--- src/rtl/goal_scoreboard_pkg.sv ---
// goal_scoreboard_pkg: shared FSM states, winner codes and BCD helpers
package goal_scoreboard_pkg;

  typedef enum logic [1:0] {
    IDLE      = 2'd0,
    PLAY      = 2'd1,
    GOAL_HOLD = 2'd2,
    OVER      = 2'd3
  } state_t;

  localparam logic [1:0] WIN_NONE = 2'b00;
  localparam logic [1:0] WIN_T1   = 2'b01;
  localparam logic [1:0] WIN_T2   = 2'b10;
  localparam logic [1:0] WIN_DRAW = 2'b11;

  localparam logic [7:0] BCD_MAX = 8'h99;

  // Packed BCD orders the same way as binary, so a plain compare picks the leader.
  function automatic logic [1:0] decide_winner(input logic [7:0] s1, input logic [7:0] s2);
    return s1 > s2 ? WIN_T1 : s2 > s1 ? WIN_T2 : WIN_DRAW;
  endfunction

  // Two-digit BCD increment; callers guard against BCD_MAX.
  function automatic logic [7:0] bcd_inc(input logic [7:0] v);
    return v[3:0] == 4'd9 ? {v[7:4] + 4'd1, 4'd0} : {v[7:4], v[3:0] + 4'd1};
  endfunction

endpackage

--- src/rtl/goal_scoreboard_if.sv ---
// goal_scoreboard_if: game-controller inputs and display/respawn outputs of the scoreboard
interface goal_scoreboard_if;
  logic        game_on;
  logic        game_over;
  logic [18:0] ball_hor_position;
  logic [18:0] ball_ver_position;
  logic [7:0]  team1_score;
  logic [7:0]  team2_score;
  logic        goal_pulse;
  logic        scoring_team;
  logic        ball_respawn;
  logic [1:0]  winner;

  modport master (
    output game_on, game_over, ball_hor_position, ball_ver_position,
    input  team1_score, team2_score, goal_pulse, scoring_team, ball_respawn, winner
  );

  modport slave (
    input  game_on, game_over, ball_hor_position, ball_ver_position,
    output team1_score, team2_score, goal_pulse, scoring_team, ball_respawn, winner
  );
endinterface

--- src/rtl/goal_scoreboard_bcd_counter_2d.sv ---
// bcd_counter_2d: saturating two-digit BCD counter (00..99) with increment enable
module bcd_counter_2d
  import goal_scoreboard_pkg::*;
(
  input  logic       clk,
  input  logic       rst_n,
  input  logic       inc,
  output logic [7:0] value
);

  // Advance one count per enabled cycle, sticking at 99.
  always_ff @(posedge clk or negedge rst_n)
    if (!rst_n) value <= 8'h00;
    else if (inc && value != BCD_MAX) value <= bcd_inc(value);

endmodule

--- src/rtl/goal_scoreboard.sv ---
// goal_scoreboard: goal detection, BCD scores, respawn hold sequencing and winner decision
module goal_scoreboard
  import goal_scoreboard_pkg::*;
#(
  parameter int unsigned FIELD_LEFT    = 0,
  parameter int unsigned FIELD_RIGHT   = 639,
  parameter int unsigned GOAL_CENTER_Y = 240,
  parameter int unsigned GOAL_RADIUS   = 60,
  parameter int unsigned BALL_RADIUS   = 8,
  parameter int unsigned HOLD_CYCLES   = 50000000
)(
  input  logic              clk,
  input  logic              rst_n,
  goal_scoreboard_if.slave  bus
);

  localparam int          CW       = $clog2(HOLD_CYCLES + 1);
  localparam logic [19:0] LEFT_LIM = 20'(FIELD_LEFT + BALL_RADIUS);
  localparam logic [19:0] RIGHT_LIM = 20'(FIELD_RIGHT - BALL_RADIUS);
  localparam logic [19:0] CY       = 20'(GOAL_CENTER_Y);
  localparam logic [19:0] RAD      = 20'(GOAL_RADIUS);
  localparam logic [CW-1:0] TERM   = CW'(HOLD_CYCLES - 1);

  state_t      state, state_next;
  logic [CW-1:0] cnt, cnt_next;
  logic        on_r, over_r;
  logic [18:0] hor_r, ver_r;
  logic [19:0] hor, ver, dy;
  logic        in_window, left_hit, right_hit, goal_any;
  logic        inc1, inc2, pulse, pulse_next, team, team_next;
  logic [7:0]  score1, score2;

  assign hor       = {1'b0, hor_r};
  assign ver       = {1'b0, ver_r};
  assign dy        = ver >= CY ? ver - CY : CY - ver;
  assign in_window = dy <= RAD;
  assign left_hit  = hor <= LEFT_LIM && in_window;
  assign right_hit = hor >= RIGHT_LIM && in_window;
  assign goal_any  = left_hit | right_hit;

  // Register the controller inputs once; all decisions use these copies.
  always_ff @(posedge clk or negedge rst_n)
    if (!rst_n) begin
      on_r   <= 1'b0;
      over_r <= 1'b0;
      hor_r  <= '0;
      ver_r  <= '0;
    end else begin
      on_r   <= bus.game_on;
      over_r <= bus.game_over;
      hor_r  <= bus.ball_hor_position;
      ver_r  <= bus.ball_ver_position;
    end

  // State, hold counter, goal strobe and last scorer.
  always_ff @(posedge clk or negedge rst_n)
    if (!rst_n) begin
      state <= IDLE;
      cnt   <= '0;
      pulse <= 1'b0;
      team  <= 1'b0;
    end else begin
      state <= state_next;
      cnt   <= cnt_next;
      pulse <= pulse_next;
      team  <= team_next;
    end

  // Next state: game over beats a same-cycle goal; right goal wins a double hit.
  always_comb begin
    state_next = state;
    cnt_next   = cnt;
    inc1       = 1'b0;
    inc2       = 1'b0;
    pulse_next = 1'b0;
    team_next  = team;
    case (state)
      IDLE:
        state_next = over_r ? OVER : on_r ? PLAY : IDLE;
      PLAY:
        if (over_r) state_next = OVER;
        else if (goal_any) begin
          inc1       = right_hit;
          inc2       = ~right_hit;
          pulse_next = 1'b1;
          team_next  = ~right_hit;
          cnt_next   = '0;
          state_next = GOAL_HOLD;
        end
      GOAL_HOLD:
        if (over_r) begin
          state_next = OVER;
          cnt_next   = '0;
        end else if (cnt == TERM) begin
          state_next = goal_any ? GOAL_HOLD : PLAY;
          cnt_next   = goal_any ? TERM : '0;
        end else cnt_next = cnt + CW'(1);
      OVER:
        state_next = OVER;
    endcase
  end

  bcd_counter_2d u_team1 (.clk(clk), .rst_n(rst_n), .inc(inc1), .value(score1));
  bcd_counter_2d u_team2 (.clk(clk), .rst_n(rst_n), .inc(inc2), .value(score2));

  assign bus.team1_score  = score1;
  assign bus.team2_score  = score2;
  assign bus.goal_pulse   = pulse;
  assign bus.scoring_team = team;
  assign bus.ball_respawn = state == GOAL_HOLD;
  assign bus.winner       = state == OVER ? decide_winner(score1, score2) : WIN_NONE;

endmodule

--- src/flat_wrapper.sv ---
// flat-port wrapper written by rule: the top's interface ports become plain ports
module goal_scoreboard_flat import goal_scoreboard_pkg::*;
#(
  parameter int unsigned FIELD_LEFT    = 0,
  parameter int unsigned FIELD_RIGHT   = 639,
  parameter int unsigned GOAL_CENTER_Y = 240,
  parameter int unsigned GOAL_RADIUS   = 60,
  parameter int unsigned BALL_RADIUS   = 8,
  parameter int unsigned HOLD_CYCLES   = 50000000
)
  (clk, rst_n, bus_game_on, bus_game_over, bus_ball_hor_position, bus_ball_ver_position, bus_team1_score, bus_team2_score, bus_goal_pulse, bus_scoring_team, bus_ball_respawn, bus_winner);
  goal_scoreboard_if bus_i ();
  input  logic clk;
  input  logic rst_n;
  input wire logic [$bits(bus_i.game_on)-1:0] bus_game_on;
  input wire logic [$bits(bus_i.game_over)-1:0] bus_game_over;
  input wire logic [$bits(bus_i.ball_hor_position)-1:0] bus_ball_hor_position;
  input wire logic [$bits(bus_i.ball_ver_position)-1:0] bus_ball_ver_position;
  output wire logic [$bits(bus_i.team1_score)-1:0] bus_team1_score;
  output wire logic [$bits(bus_i.team2_score)-1:0] bus_team2_score;
  output wire logic [$bits(bus_i.goal_pulse)-1:0] bus_goal_pulse;
  output wire logic [$bits(bus_i.scoring_team)-1:0] bus_scoring_team;
  output wire logic [$bits(bus_i.ball_respawn)-1:0] bus_ball_respawn;
  output wire logic [$bits(bus_i.winner)-1:0] bus_winner;
  assign bus_i.game_on = bus_game_on;
  assign bus_i.game_over = bus_game_over;
  assign bus_i.ball_hor_position = bus_ball_hor_position;
  assign bus_i.ball_ver_position = bus_ball_ver_position;
  assign bus_team1_score = bus_i.team1_score;
  assign bus_team2_score = bus_i.team2_score;
  assign bus_goal_pulse = bus_i.goal_pulse;
  assign bus_scoring_team = bus_i.scoring_team;
  assign bus_ball_respawn = bus_i.ball_respawn;
  assign bus_winner = bus_i.winner;
  goal_scoreboard #(.FIELD_LEFT(FIELD_LEFT), .FIELD_RIGHT(FIELD_RIGHT), .GOAL_CENTER_Y(GOAL_CENTER_Y), .GOAL_RADIUS(GOAL_RADIUS), .BALL_RADIUS(BALL_RADIUS), .HOLD_CYCLES(HOLD_CYCLES)) u_core (.clk(clk), .rst_n(rst_n), .bus(bus_i));
endmodule
--- config.mk ---
export PLATFORM = sky130hd
export DESIGN_NAME = goal_scoreboard_flat
export DESIGN_NICKNAME = d
export VERILOG_FILES = /design/src/rtl/goal_scoreboard_pkg.sv /design/src/rtl/goal_scoreboard_if.sv /design/src/rtl/goal_scoreboard_bcd_counter_2d.sv /design/src/rtl/goal_scoreboard.sv /design/src/flat_wrapper.sv
export SDC_FILE = /design/constraint.sdc
export NUM_CORES = 1
export LEC_CHECK = 0
export ABC_CLOCK_PERIOD_IN_PS = 4900
export CAP_MARGIN = 20
export CORE_MARGIN = 2
export CORE_UTILIZATION = 55
export DETAILED_ROUTE_END_ITERATION = 8
export PLACE_DENSITY = 0.86
export SLEW_MARGIN = 20
export SYNTH_ARGS = -nofsm -noshare
export SYNTH_HDL_FRONTEND = slang
export SYNTH_HIERARCHICAL = 1
export SYNTH_SLANG_ARGS = --single-unit
--- constraint.sdc ---
create_clock -name clk -period 4.9 [get_ports clk]
set_clock_uncertainty 0.15 [all_clocks]
set_input_delay 0.49 -clock clk [delete_from_list [all_inputs] [get_ports clk]]
set_output_delay 0.49 -clock clk [all_outputs]
set_load 0.005 [all_outputs]
==> summary.md <==
| Metric | Value |
|---|---|
| Multi-input logic area | `around 2200 um2` |
| Max Slew Vio Count | `0` |
| Layout cells sized above 1 | `0.0803` |
| Max-Cap Viols | `0` |
| Initial DRC count | `333` |
| Setup CP Type | `reg2reg` |
| Worst-Margin Slew | `around 790 ps` |
| CTS sink cnt | `86` |
| RSZ-0062 raised after global routing | `false` |
| Worst vdd ir | `roughly 0.00020 V` |
| Async set-reset flop share out of synthesis | `1.00` |
| Largest net degree at the start of global routing | `between 80 and 90` |
| Die Ht | `between 90 and 100 um` |
| DR vias/cell | `between 6 and 7` |
| Syn Area/Cell | `approximately 9.9 um2` |
| I/O pin count | `63` |
| #FFs+latches synth | `86` |
| Post-cts sizing count | `0` |
| Routed wire per std cell | `about 15 um` |
| Tmin final | `4130 ps` |
| Clk pin slew, worst setup/hold paths | `90 ps` |
| PortBufs | `62` |
| Core box area | `between 8000 and 9000 um2` |
| Outcome | `complete, no violations` |
| Post-synthesis sequential area ratio | `0.474` |
| Synth top area cells | `dfrtp_1 (47%), ha_1 (5.0%), nand2_1 (2.7%)` |
| CTS tree | `done` |
| Fin crit share | `0.843` |
| Drt pass-1 iters | `7` |
| Total CTS buffers | `9` |
| Synth Cell Area | `approximately 4500 um2` |
| Longest Clk Path Bufs | `2` |
| H-tree depth | `3` |
| Antenna Nets Post-Route | `0` |
| Crit path capture type | `flop` |
| Worst hold path type | `in2async` |
| Post-synthesis cell count | `between 400 and 500` |
| CP required | `roughly 5000 ps` |
| DP HPWL | `around 6800 um` |
| Setup TNS | `0 ps` |
| Ys flop type | `dfrtp_1` |
| Pleak | `around 2.3 nW` |
| CP Data Arrival Time | `4180 ps` |
| Post-synth cell types | `a little over 70` |
| Reg2reg end | `u_core/cnt[2]` |
| Util after Layout | `0.672` |
| Startpoint Class | `flop` |
| GRT Util Overall | `0.231` |
| Register-to-Register Path Depth | `9` |
| Row count | `33` |
| Number of diodes | `0` |
| Post-CTS Setup Inserts | `0` |
| Total gr overflow | `0` |
| RePlAce Congestion | `0.886` |
| Antenna violations before repair | `0` |
| CP max FO | `24` |
| Filler cells | `slightly above 600` |
| Crit. Startpoint | `u_core/ver_r[13]` |
| R2R Setup Slk | `roughly 770 ps` |
| Synth area leader | `dfrtp_1` |
| Die ar. | `approximately 9000 um2` |
| Number of synthesized flops with an enable pin | `0` |
| Die W | `about 95 um` |
| Clk Latency, worst-skew pair | `~370 ps` |
| Mapped Nets | `slightly above 500` |
| Initial Util | `0.561` |
| Most instantiated cells after synthesis | `dfrtp_1 (86), nand2_1 (33), inv_1 (28), nor2_1 (28), nand3_1 (24)` |
| Worst R2R Start | `u_core/ver_r[13]` |
| FMAX | `between 200 and 250 MHz` |
| Sequential cell area | `2150 um2` |
| Via count | `around 3.9k` |
| Count leader, synth | `dfrtp_1` |
| # hold bufs at CTS | `0` |
| Max-slew headroom at the worst pin | `0.471` |
| Power Density | `322 nW/um2` |
| DRC errors left | `0` |
| Final WL | `about 9600 um` |
| Hold Violations, Final | `0` |
| Nets | `578` |
| Vias in the first global route | `roughly 3.8k` |
| Yosys warns | `6` |
| Area growth syn-to-layout | `19.8%` |
| Post-synth top area share | `0.474` |
| Clock Tree Root | `clkbuf_8` |
| First-pass GRT wire length | `approximately 16,000 um` |
| Setup-failing EPs final | `0` |
final cells by class:
cell class / count / share of cell area
Timing Repair Buffer: 65 / 0.119
Tap cell: 105 / 0.0242
Sequential cell: 86 / 0.396
Clock buffer: 9 / 0.0228
Multi-Input combinational cell: 328 / 0.407
Clock inverter: 7 / 0.0127
Inverter: 28 / 0.0193
report_power, final:
group	leakage [nW]	internal, W	switching, W	total, W
logic	1.13	0.000178	0.000317	0.000495
clock network	0.101	0.000201	0.000287	0.000488
registers	1.10	0.000740	0.0000278	0.000768
total	2.34	0.00112	0.000632	0.00175
sequential cells by signal (all words and copies together) (netlist names):
register,flops
u_core/hor_r,19
u_core/bus.scoring_team,1
u_core/bus.goal_pulse,1
u_core/u_team2/value,8
u_core/over_r,1
u_core/ver_r,19
u_core/on_r,1
u_core/cnt,26
u_core/state,2
u_core/u_team1/value,8
worst max-delay path, cell delays in order (launching register included):
cell       delay [ps]
dfrtp_1           430
nor4_2            540
and4_1            460
mux2_2            400
a2111oi_4         270
nand4_1           290
o31ai_4           240
buf_4             300
and2_1            690
a22oi_1           200
stage by stage:
step | std cells | cell area [um2] | total power, W | hold WS (ps) | setup slack, ps
floorplan | 456 | 4540 | 0.00111 | 44.4 | 1220
global placement | 612 | 5240 | 0.00125 | 361 | 994
detailed placement | 612 | 5240 | 0.00127 | 375 | 862
CTS | 628 | 5430 | 0.00175 | 190 | 863
global route | 628 | 5440 | 0.00185 | 80.2 | 539
finish | 628 | 5440 | 0.00175 | 1.72 | 772
cells in the final DEF, fill, tap and decap left out, drive strengths merged, types with 18 or more instances in the layout:
master / count
a21oi: 23
o21ai: 23
nand4: 18
dfrtp: 86
clkdlybuf4s50: 61
inv: 34
ha: 18
nand3: 25
nor2: 28
nand2: 34
logic make-up after synthesis:
logic type	count (synthesis)	synth area share
AOI/OAI and AO/OA	115	0.179
DFF	86	0.474
and+or+nand+nor	178	0.220
adders and majority gates	18	0.0496
xor gates and xnor gates	8	0.0154
muxes	9	0.0234
buffers and inverters	42	0.0386
routing by layer:
layer  wire length, um  vias to the layer above  global-route usage
met5                 0                        -                   0
met4               188                        0               0.106
met3               492                       19              0.0487
met2              4700                      143               0.381
met1              4180                     1853               0.292
li1                  -                     1836                   -
worst max path at each step:
stage                         endpoint  slack [ps]  cells past startpoint
2_1_floorplan  u_core/u_team2/value[4]        1220                     11
3_3_place_gp             u_core/cnt[2]         990                      9
3_5_place_dp             u_core/cnt[2]         860                      9
4_1_cts                  u_core/cnt[2]         860                      9
5_1_grt                  u_core/cnt[2]         540                      9
6_report                 u_core/cnt[2]         770                      9
Note: power is estimated with default switching activity, not from simulation.
